===== src/rtl/gpio_wr_arbiter.sv =====
// Two-requester round-robin write arbiter for the GPIO/LED device, with a shadow copy of the last word.
// Latency: strobe and ack come 1 cycle after a request is sampled in IDLE; shadow and wr_count follow 1 cycle later.
// Backpressure: requests are ignored in WRITE and GAP and must be held until ack; each write is followed by GAP_CYCLES idle cycles.
module gpio_wr_arbiter #(
   parameter int unsigned GAP_CYCLES  = 2,
   parameter logic [31:0] SHADOW_INIT = 32'h0000_02A8
) (
   input  logic        clk,
   input  logic        rst,
   input  logic        req0,
   input  logic        req1,
   input  logic [31:0] wdata0,
   input  logic [31:0] wdata1,
   output logic        ack0,
   output logic        ack1,
   output logic        gpio_we,
   output logic [31:0] gpio_wdata,
   output logic [31:0] shadow,
   output logic [15:0] wr_count,
   output logic        busy
);

   typedef enum logic [1:0] {
      ST_IDLE  = 2'd0,
      ST_WRITE = 2'd1,
      ST_GAP   = 2'd2
   } state_t;

   // GAP counts down from GAP_CYCLES-1 to 0, so it occupies exactly GAP_CYCLES cycles.
   localparam logic [3:0] GAP_LOAD = (GAP_CYCLES > 0) ? 4'(GAP_CYCLES - 1) : 4'd0;

   state_t      state_q, state_d;
   logic        gpio_we_q, gpio_we_d;
   logic        ack0_q, ack0_d;
   logic        ack1_q, ack1_d;
   logic [31:0] gpio_wdata_q, gpio_wdata_d;
   logic [31:0] shadow_q, shadow_d;
   logic [15:0] wr_count_q, wr_count_d;
   logic        last_grant_q, last_grant_d;
   logic [3:0]  gap_cnt_q, gap_cnt_d;
   logic        grant1;

   // Next-state logic: arbitrate in IDLE, commit in WRITE, count down in GAP.
   always_comb begin
      state_d      = state_q;
      gpio_we_d    = 1'b0;
      ack0_d       = 1'b0;
      ack1_d       = 1'b0;
      gpio_wdata_d = gpio_wdata_q;
      shadow_d     = shadow_q;
      wr_count_d   = wr_count_q;
      last_grant_d = last_grant_q;
      gap_cnt_d    = gap_cnt_q;
      // Requester 1 wins when it is alone, or on a tie when requester 0 had the last grant.
      grant1       = req1 && (!req0 || !last_grant_q);
      case (state_q)
         ST_IDLE: begin
            if (req0 || req1) begin
               state_d      = ST_WRITE;
               gpio_we_d    = 1'b1;
               ack0_d       = !grant1;
               ack1_d       = grant1;
               gpio_wdata_d = grant1 ? wdata1 : wdata0;
               last_grant_d = grant1;
            end
         end
         ST_WRITE: begin
            shadow_d   = gpio_wdata_q;
            wr_count_d = wr_count_q + 16'd1;
            if (GAP_CYCLES > 0) begin
               state_d   = ST_GAP;
               gap_cnt_d = GAP_LOAD;
            end else begin
               state_d = ST_IDLE;
            end
         end
         ST_GAP: begin
            if (gap_cnt_q == 4'd0) begin
               state_d = ST_IDLE;
            end else begin
               gap_cnt_d = gap_cnt_q - 4'd1;
            end
         end
         default: begin
            state_d = ST_IDLE;
         end
      endcase
   end

   // State and registered outputs; reset cancels any in-flight write immediately.
   always_ff @(posedge clk or posedge rst) begin
      if (rst) begin
         state_q      <= ST_IDLE;
         gpio_we_q    <= 1'b0;
         ack0_q       <= 1'b0;
         ack1_q       <= 1'b0;
         gpio_wdata_q <= 32'h0;
         shadow_q     <= SHADOW_INIT;
         wr_count_q   <= 16'h0;
         last_grant_q <= 1'b1;
         gap_cnt_q    <= 4'd0;
      end else begin
         state_q      <= state_d;
         gpio_we_q    <= gpio_we_d;
         ack0_q       <= ack0_d;
         ack1_q       <= ack1_d;
         gpio_wdata_q <= gpio_wdata_d;
         shadow_q     <= shadow_d;
         wr_count_q   <= wr_count_d;
         last_grant_q <= last_grant_d;
         gap_cnt_q    <= gap_cnt_d;
      end
   end

   assign gpio_we    = gpio_we_q;
   assign ack0       = ack0_q;
   assign ack1       = ack1_q;
   assign gpio_wdata = gpio_wdata_q;
   assign shadow     = shadow_q;
   assign wr_count   = wr_count_q;
   assign busy       = (state_q != ST_IDLE);

endmodule


===== config.mk =====
export PLATFORM = sky130hd
export DESIGN_NAME = gpio_wr_arbiter
export DESIGN_NICKNAME = d
export VERILOG_FILES = /design/src/rtl/gpio_wr_arbiter.sv
export SDC_FILE = /design/constraint.sdc
export NUM_CORES = 1
export LEC_CHECK = 0
export BUFFER_PORTS_ARGS = -buffer_cell sky130_fd_sc_hd__buf_2
export CORE_ASPECT_RATIO = 1.75
export CORE_UTILIZATION = 51
export CTS_CLUSTER_DIAMETER = 100
export DETAILED_ROUTE_END_ITERATION = 10
export PLACE_DENSITY_LB_ADDON = 0.12
export SYNTH_ARGS = -nofsm -noshare
export SYNTH_HDL_FRONTEND = slang
export SYNTH_SLANG_ARGS = --single-unit

===== constraint.sdc =====
create_clock -name clk -period 6.3 [get_ports clk]
set_input_delay 0.945 -clock clk [delete_from_list [all_inputs] [get_ports clk]]
set_output_delay 0.945 -clock clk [all_outputs]
set_load 0.03 [all_outputs]

; After elaboration in Yosys (flattened, before gate mapping)
; Cells that the tools add are included.
[word_totals]
reg_bits = 90
in_bits = 68
out_inout_bits = 84
elab_cells = 41
[op_classes]
add_sub_neg = 2
eq_ne = 5
n_mux = 12
n_reduce_logical = 13
[op_table]
columns = operator, n
row1 = two-way mux 32 bit, 1
row2 = adder 16 x 1 -> 16 bit (second input constant), 1
row3 = one-hot mux 4 bit (2 select lines), 1
row4 = two-way mux 1 bit, 6
row5 = != test 2 bit (second input constant), 3
row6 = one-hot mux 2 bit (3 select lines), 1
row7 = AND reduction 2 bit, 3
row8 = zero test 4 bit, 1
row9 = two-way mux 2 bit, 2
row10 = two-way mux 4 bit, 1
row11 = nonzero test 2 bit, 2
row12 = subtractor 4 x 1 -> 4 bit (second input constant), 1
row13 = zero test 1 bit, 3
row14 = equality test 2 x 1 -> 1 bit (second input constant), 1
row15 = equality test 2 bit (second input constant), 1
row16 = zero test 2 bit, 1
row17 = logical OR 1 bit, 2
row18 = logical AND 1 bit, 1

; Logic depth before layout (Yosys ltp)
; Gate-level depths: netlist of the first run.
[logic_depth]
ltp_word = 6
ltp_mapped = 6
ltp_nobuf = 5

; Worst setup path before layout of the first run
; Ideal clock, no wire load.
[synth_timing]
kind = input-to-reg
from = input port req1
to = register gpio_wdata_q[10], in the netlist gpio_wdata[10]
setup_ns = 0.127
arrival_time_ns = 1.709
t_required_ns = 6.173
slack_ns = 4.463
stages = 6
path_buffers = 2
path_cell_list = nand2b_1 and3_1 buf_6 buf_6 a222oi_1 inv_1
[synth_via]
elab_chain_cells = 2
word_cells_on_any_way = 4
classes_between = 1 x mux / 3 x reduce/logical
[synth_rtl]
columns = item, line_no
row1 = "start, declared", 11  ; input logic req1,
row2 = logical AND 1 bit / logical OR 1 bit (equally long branches), "55, 58"
row3 = two-way mux 32 bit / AND reduction 2 bit (equally long branches), -
row4 = "end signal, assigned", 107  ; gpio_wdata_q <= gpio_wdata_d;
row5 = "end, declared", 36  ; logic [31:0] gpio_wdata_q, gpio_wdata_d;
; Several ways; a longest one is shown, not always the timed one.
; A chain may end at the register's enable or synchronous reset.

; Worst setup path after layout of the first run
; Ends and elaborated chain as after synthesis.

==> out/results.ini, run 1 <==
[global_routing]
antenna_found_initial = 0
grt_pass1_wl_mm = 14.23
grt_pass1_vias = 3093
track_usage = 0.2538
gr-total-overflow = 0
grt_max_degree = 90

[timing]
rsz0062_at_grt = no
finClkSkew_ns = 0.005113
hold_ws_ns = 0.4564
period_minus_slack_ns = 2.224
slew_headroom = 0.1628
slew_violations = 0
final_hold_viol_count = 0
fmax_mhz = 449.6
period_share = 0.3530
finalSetupTns_ns = 0
worstMarginPinSlew_ns = 1.256
setup-violations-final = 0

[run]
max-cap-violations = 0

[die]
rows = 40
coreArea_um2 = 6907
die_w_um = 66.07
dieArea_um2 = 7540
die_h_um = 114.1
pin_count = 152
initial_core_util = 0.5304

[logic_synthesis]
synthAdderAreaFrac = 0.006831
synth_cell_types = 30
synthFlopType = dfrtp_1
synth-async-reset-ratio = 1.000
muxShareOfSynthArea = 0.002732
synth_seq_cells = 90
yosys_warnings = 0
synth_most_common_cell = nand2_1
synth_xor_area_frac = 0.04064
synth_top_area_frac = 0.5806
ys_seq_area_frac = 0.6165
synth_area_leaders = dfrtp_1, nand2_1, a222oi_1, inv_1, dfstp_2
syn_nets = 411
yosys.area_share.simple = 0.1595
syn_area_per_cell_um2 = 10.74
synth_compound_area_frac = 0.09870
synth_area_um2 = 3664
synth_edf_count = 0
yosys-top-cells-count = nand2_1, dfrtp_1, inv_1
netlist.top_cell.by_area = dfrtp_1
syn_inst = 341
synth_top_family_by_area = simple AND/OR/NAND/NOR gates

[worst_setup_path]
r2r_cells = 4
worstReg2RegStart = state_q[0]
worstPathCellList = buf_2 -> nand2b_1 -> and3_1 -> a222oi_1 -> inv_1
worstPathArrival_ns = 2.50
crit_cells = 5
path_buf_inv = 2
critical-path-max-stage-delay_ns = 1.00
crit_start = req1
crit_type = in -> reg
critical-path-top-delay-family = simple AND/OR/NAND/NOR gates
crit_path_top_delay_cell = and3_1
worstPathMaxFanout = 33
critPathLaunchType = primary input
critPathCaptureType = flop
required_ns = 6.57

[final_layout]
nets = 558
area_delta_synth_final_pct = 28.69
post_route_cells_drive_above_1_share = 0.3651
num_antenna_cells = 0

[power]
peakVddDrop_mv = 0.3257
p_leak_uw = 0.002719
power_uw = 2742
powerDensity_nw_per_um2 = 581.6

[min_path]
holdPathStages = 2
hold_start = shadow[7]
min_path_type = reg -> reg

[detailed_routing]
antenna_left = 0
drt_iter0_drc = 266
route.detailed.drc = 0
viasPerCell = 5.343
routedWlPerCell_um = 15.34
vias = 3083
route.final.wire_length_mm = 8.850
firstDrtPassIters = 8

[cts]
cts_tree = built
cts.clk_slew.worst_paths_ns = 0.06
cts_hold_buf = 0
cts_resized = 0
cts_buffer_depth = 2
cts_buffers = 9
clock_latency_ns = 0.34
cts_max_level = 3
cts.sinks = 90
cts_root_buf = clkbuf_16
post_cts_buffers = 0

[status]
status = finished clean

[place]
routabilityCongestion = 0.7753
portBuffers = 151
dpl.hpwl_mm = 6.239

[worst paths after layout]
path,slack [ns],endpoint
min,0.46,shadow[7]
min reg2reg,0.46,shadow[7]
max reg2reg,4.17,gpio_wdata[10]
max in group asynchronous,4.65,gpio_wdata[28]
max,4.08,gpio_wdata[10]
min in group asynchronous,0.59,shadow[7]
[tightest hold or removal path: stages, from the launching register on]
cell	delay (ns)
dfstp_2	0.37
nand2_1	0.05
nand2_1	0.04
[cell usage in the layout, fill, tap and decap left out, types with 3 or more instances in the layout]
cell	instances
nand4_1	4
inv_1	37
clkbuf_16	9
nand2b_1	3
nand3_1	4
nand2_1	107
clkbuf_8	3
dfrtp_1	85
dfstp_2	5
and3_1	6
a222oi_1	32
nor2_1	3
xnor2_1	15
buf_2	151
clkinv_2	3
buf_4	5
[kinds of logic after synthesis]
| group | after synthesis |
|---|---|
| xor+xnor | 17 |
| simple gates | 136 |
| compound gates | 37 |
| mux | 1 |
| fa+ha+maj | 2 |
| buf+inv | 58 |
| flops | 90 |
[metrics by stage]
| stage | std cells | worst slack [ns] | utilization | cell area (µm²) |
|---|---|---|---|---|
| final | 577 | 4.076 | 0.6826 | 4715 |
| after detailed placement | 561 | 3.752 | 0.6415 | 4431 |
| after global placement | 561 | 3.785 | 0.6415 | 4431 |
| after global routing | 577 | 3.875 | 0.6826 | 4715 |
| after floorplan | 341 | 3.028 | - | 3664 |
| after CTS | 577 | 4.107 | 0.6826 | 4715 |
[routing by layer]
metal	GRT usage	vias to the layer above	share of wire
met5	0	-	0
met2	0.4469	127	0.54
met3	0.05179	11	0.063
li1	-	1435	-
met1	0.2951	1510	0.38
met4	0.1007	0	0.018
[flip-flops by register name, summed over array words and instances, names as in the netlist, 2 cells and up]
register,count
gpio_wdata,32
state_q,2
wr_count,16
shadow,32
gap_cnt_q,4
[power breakdown]
group	switching [µW]	internal [µW]
Combinational	856	386
Sequential	173	822
Clock	207	299
[layout make-up]
cell class / instances / area (µm²)
flip-flops and latches: 90 / 2258
fillers: 564 / 2192
multi-input cells: 193 / 1130
repair buffers: 156 / 793.3
clock buffers: 14 / 274.0
inverters: 38 / 143.9
well taps: 84 / 105.1
clock inverters: 2 / 10.01
Power figures use the tool's default switching activity.
==> run 2, diff against run 1 <==
--- a/config.mk
+++ b/config.mk
@@ -7,7 +7,7 @@
 export LEC_CHECK = 0
 export BUFFER_PORTS_ARGS = -buffer_cell sky130_fd_sc_hd__buf_2
 export CORE_ASPECT_RATIO = 1.75
-export CORE_UTILIZATION = 51
+export CORE_UTILIZATION = 43
 export CTS_CLUSTER_DIAMETER = 100
 export DETAILED_ROUTE_END_ITERATION = 10
 export PLACE_DENSITY_LB_ADDON = 0.12
==> constraint.sdc (replaced) <==
create_clock -name clk -period 2 [get_ports clk]
set_input_delay 0.3 -clock clk [delete_from_list [all_inputs] [get_ports clk]]
set_output_delay 0.3 -clock clk [all_outputs]
set_load 0.03 [all_outputs]
==> run 2 against run 1 <==
The run now ends with negative hold slack left. Total power rose to 3.2 times the previous value. Clock skew about the same. Hold slack lost 0.46 ns. Clock-buffer cell count decreased by 1.
==> out/results.ini, run 2 (synthesis results as in run 1) <==
[power]
peakVddDrop_mv = 0.9393
powerDensity_nw_per_um2 = 1818
p_leak_uw = 0.002775

[detailed_routing]
antenna_left = 0
route.detailed.drc = 0
vias = 3087
drt_iter0_drc = 219
routedWlPerCell_um = 14.85
viasPerCell = 5.206
firstDrtPassIters = 7
route.final.wire_length_mm = 8.804

[timing]
slew_violations = 0
rsz0062_at_grt = no
slew_headroom = 0.6137
fmax_mhz = 657.9
final_hold_viol_count = 3
finalSetupTns_ns = 0
period_share = 0.7600
finClkSkew_ns = 0.005401
hold_ws_ns = -0.003389
period_minus_slack_ns = 1.520
worstMarginPinSlew_ns = 0.5795
setup-violations-final = 0

[final_layout]
nets = 566
post_route_cells_drive_above_1_share = 0.3752
instances_no_fill = 593
area_delta_synth_final_pct = 32.14
register_area_um2 = 2258
multi_input_area_um2 = 1130
final_cell_mix = buf_2, nand2_1, dfrtp_1
num_antenna_cells = 0
layout_commonest_cell = buf_2
fillers = 724

[worst_setup_path]
crit_start = state_q[0]
required_ns = 2.22
r2r_cells = 5
worstPathArrival_ns = 1.74
worstPathMaxFanout = 27
crit_type = reg -> reg
worstReg2RegStart = state_q[0]
critPathLaunchType = flop
r2r_end = gpio_wdata[1]
rrSetupSlack_ns = 0.48
critPathCaptureType = flop

[cts]
cts_root_buf = clkbuf_16
cts_tree = built
cts.sinks = 90
cts_max_level = 3
cts_resized = 0
clock_latency_ns = 0.34
post_cts_buffers = 0
cts_buffer_depth = 2
cts.clk_slew.worst_paths_ns = 0.06
cts_hold_buf = 0
cts_buffers = 9

[place]
routabilityCongestion = 0.7658
place_inst = 577
portBuffers = 151
dpl.hpwl_mm = 6.454

[global_routing]
grt_pass1_vias = 2801
gr-total-overflow = 0
antenna_found_initial = 0
grt_pass1_wl_mm = 13.54
track_usage = 0.2057
grt_max_degree = 31

[die]
initial_core_util = 0.4436
coreArea_um2 = 8258
die_h_um = 124.1
rows = 44
pin_count = 152
dieArea_um2 = 8908
die_w_um = 71.78

[run]
max-cap-violations = 0

[min_path]
min_path_type = in -> async

[status]
violations = negative hold slack
status = finished with violations

[run 2: cell count changes in the layout (fill, tap and decap cells not counted)]
cell	before	now
clkbuf_8	3	2
buf_12	0	3
clkinv_2	3	2
bufinv_16	0	1
buf_4	5	10
clkinvlp_4	0	1
[run 2: where the power goes]
part | internal, µW | switching (µW)
registers | 2590 | 527
clock network | 1030 | 653
logic | 1300 | 2700
total | 4920 | 3880
[run 2: layout make-up]
type | count | share of cell area
clock buffers | 13 | 0.05376
clock inverters | 3 | 0.008271
inverters | 38 | 0.03024
multi-input cells | 193 | 0.2334
flip-flops and latches | 90 | 0.4665
well taps | 92 | 0.02378
repair buffers | 164 | 0.1840
[run 2: critical path, cell delays in order (launching register included)]
cell and delay [ns]:
dfrtp_1 0.41, nor2_2 0.21, o21ai_2 0.09, buf_4 0.23, a222oi_1 0.40, inv_1 0.07
[run 2: worst max path at each step]
| stage | endpoint | slack, ns | depth (start not counted) |
|---|---|---|---|
| after global placement | gap_cnt_q[2] | 0.53 | 3 |
| after CTS | gpio_wdata[29] | 0.47 | 5 |
| final | gpio_wdata[1] | 0.48 | 5 |
| after floorplan | wr_count[14] | 0.56 | 4 |
| after detailed placement | gpio_wdata[1] | 0.48 | 5 |
| after global routing | gpio_wdata[18] | 0.33 | 5 |
[run 2: layer usage]
layer  wire length, µm  GRT usage  vias to the layer above  share of wire
met4               201     0.1078                        0          0.023
li1                  -          -                     1457              -
met3               470    0.04369                       11          0.053
met5                 0          0                        -              0
met2              4740     0.3614                      120           0.54
met1              3391     0.2319                     1499           0.39
[run 2: metrics by stage]
step / power [µW] / setup WS (ns) / area, µm² / util
final: 8799 / 0.4801 / 4841 / 0.5862
after global routing: 9391 / 0.3329 / 4841 / 0.5862
after CTS: 8896 / 0.4710 / 4841 / 0.5862
after detailed placement: 7189 / 0.4766 / 4541 / 0.5498
after global placement: 7114 / 0.5317 / 4541 / 0.5498
after floorplan: 5941 / 0.5566 / 3667 / -
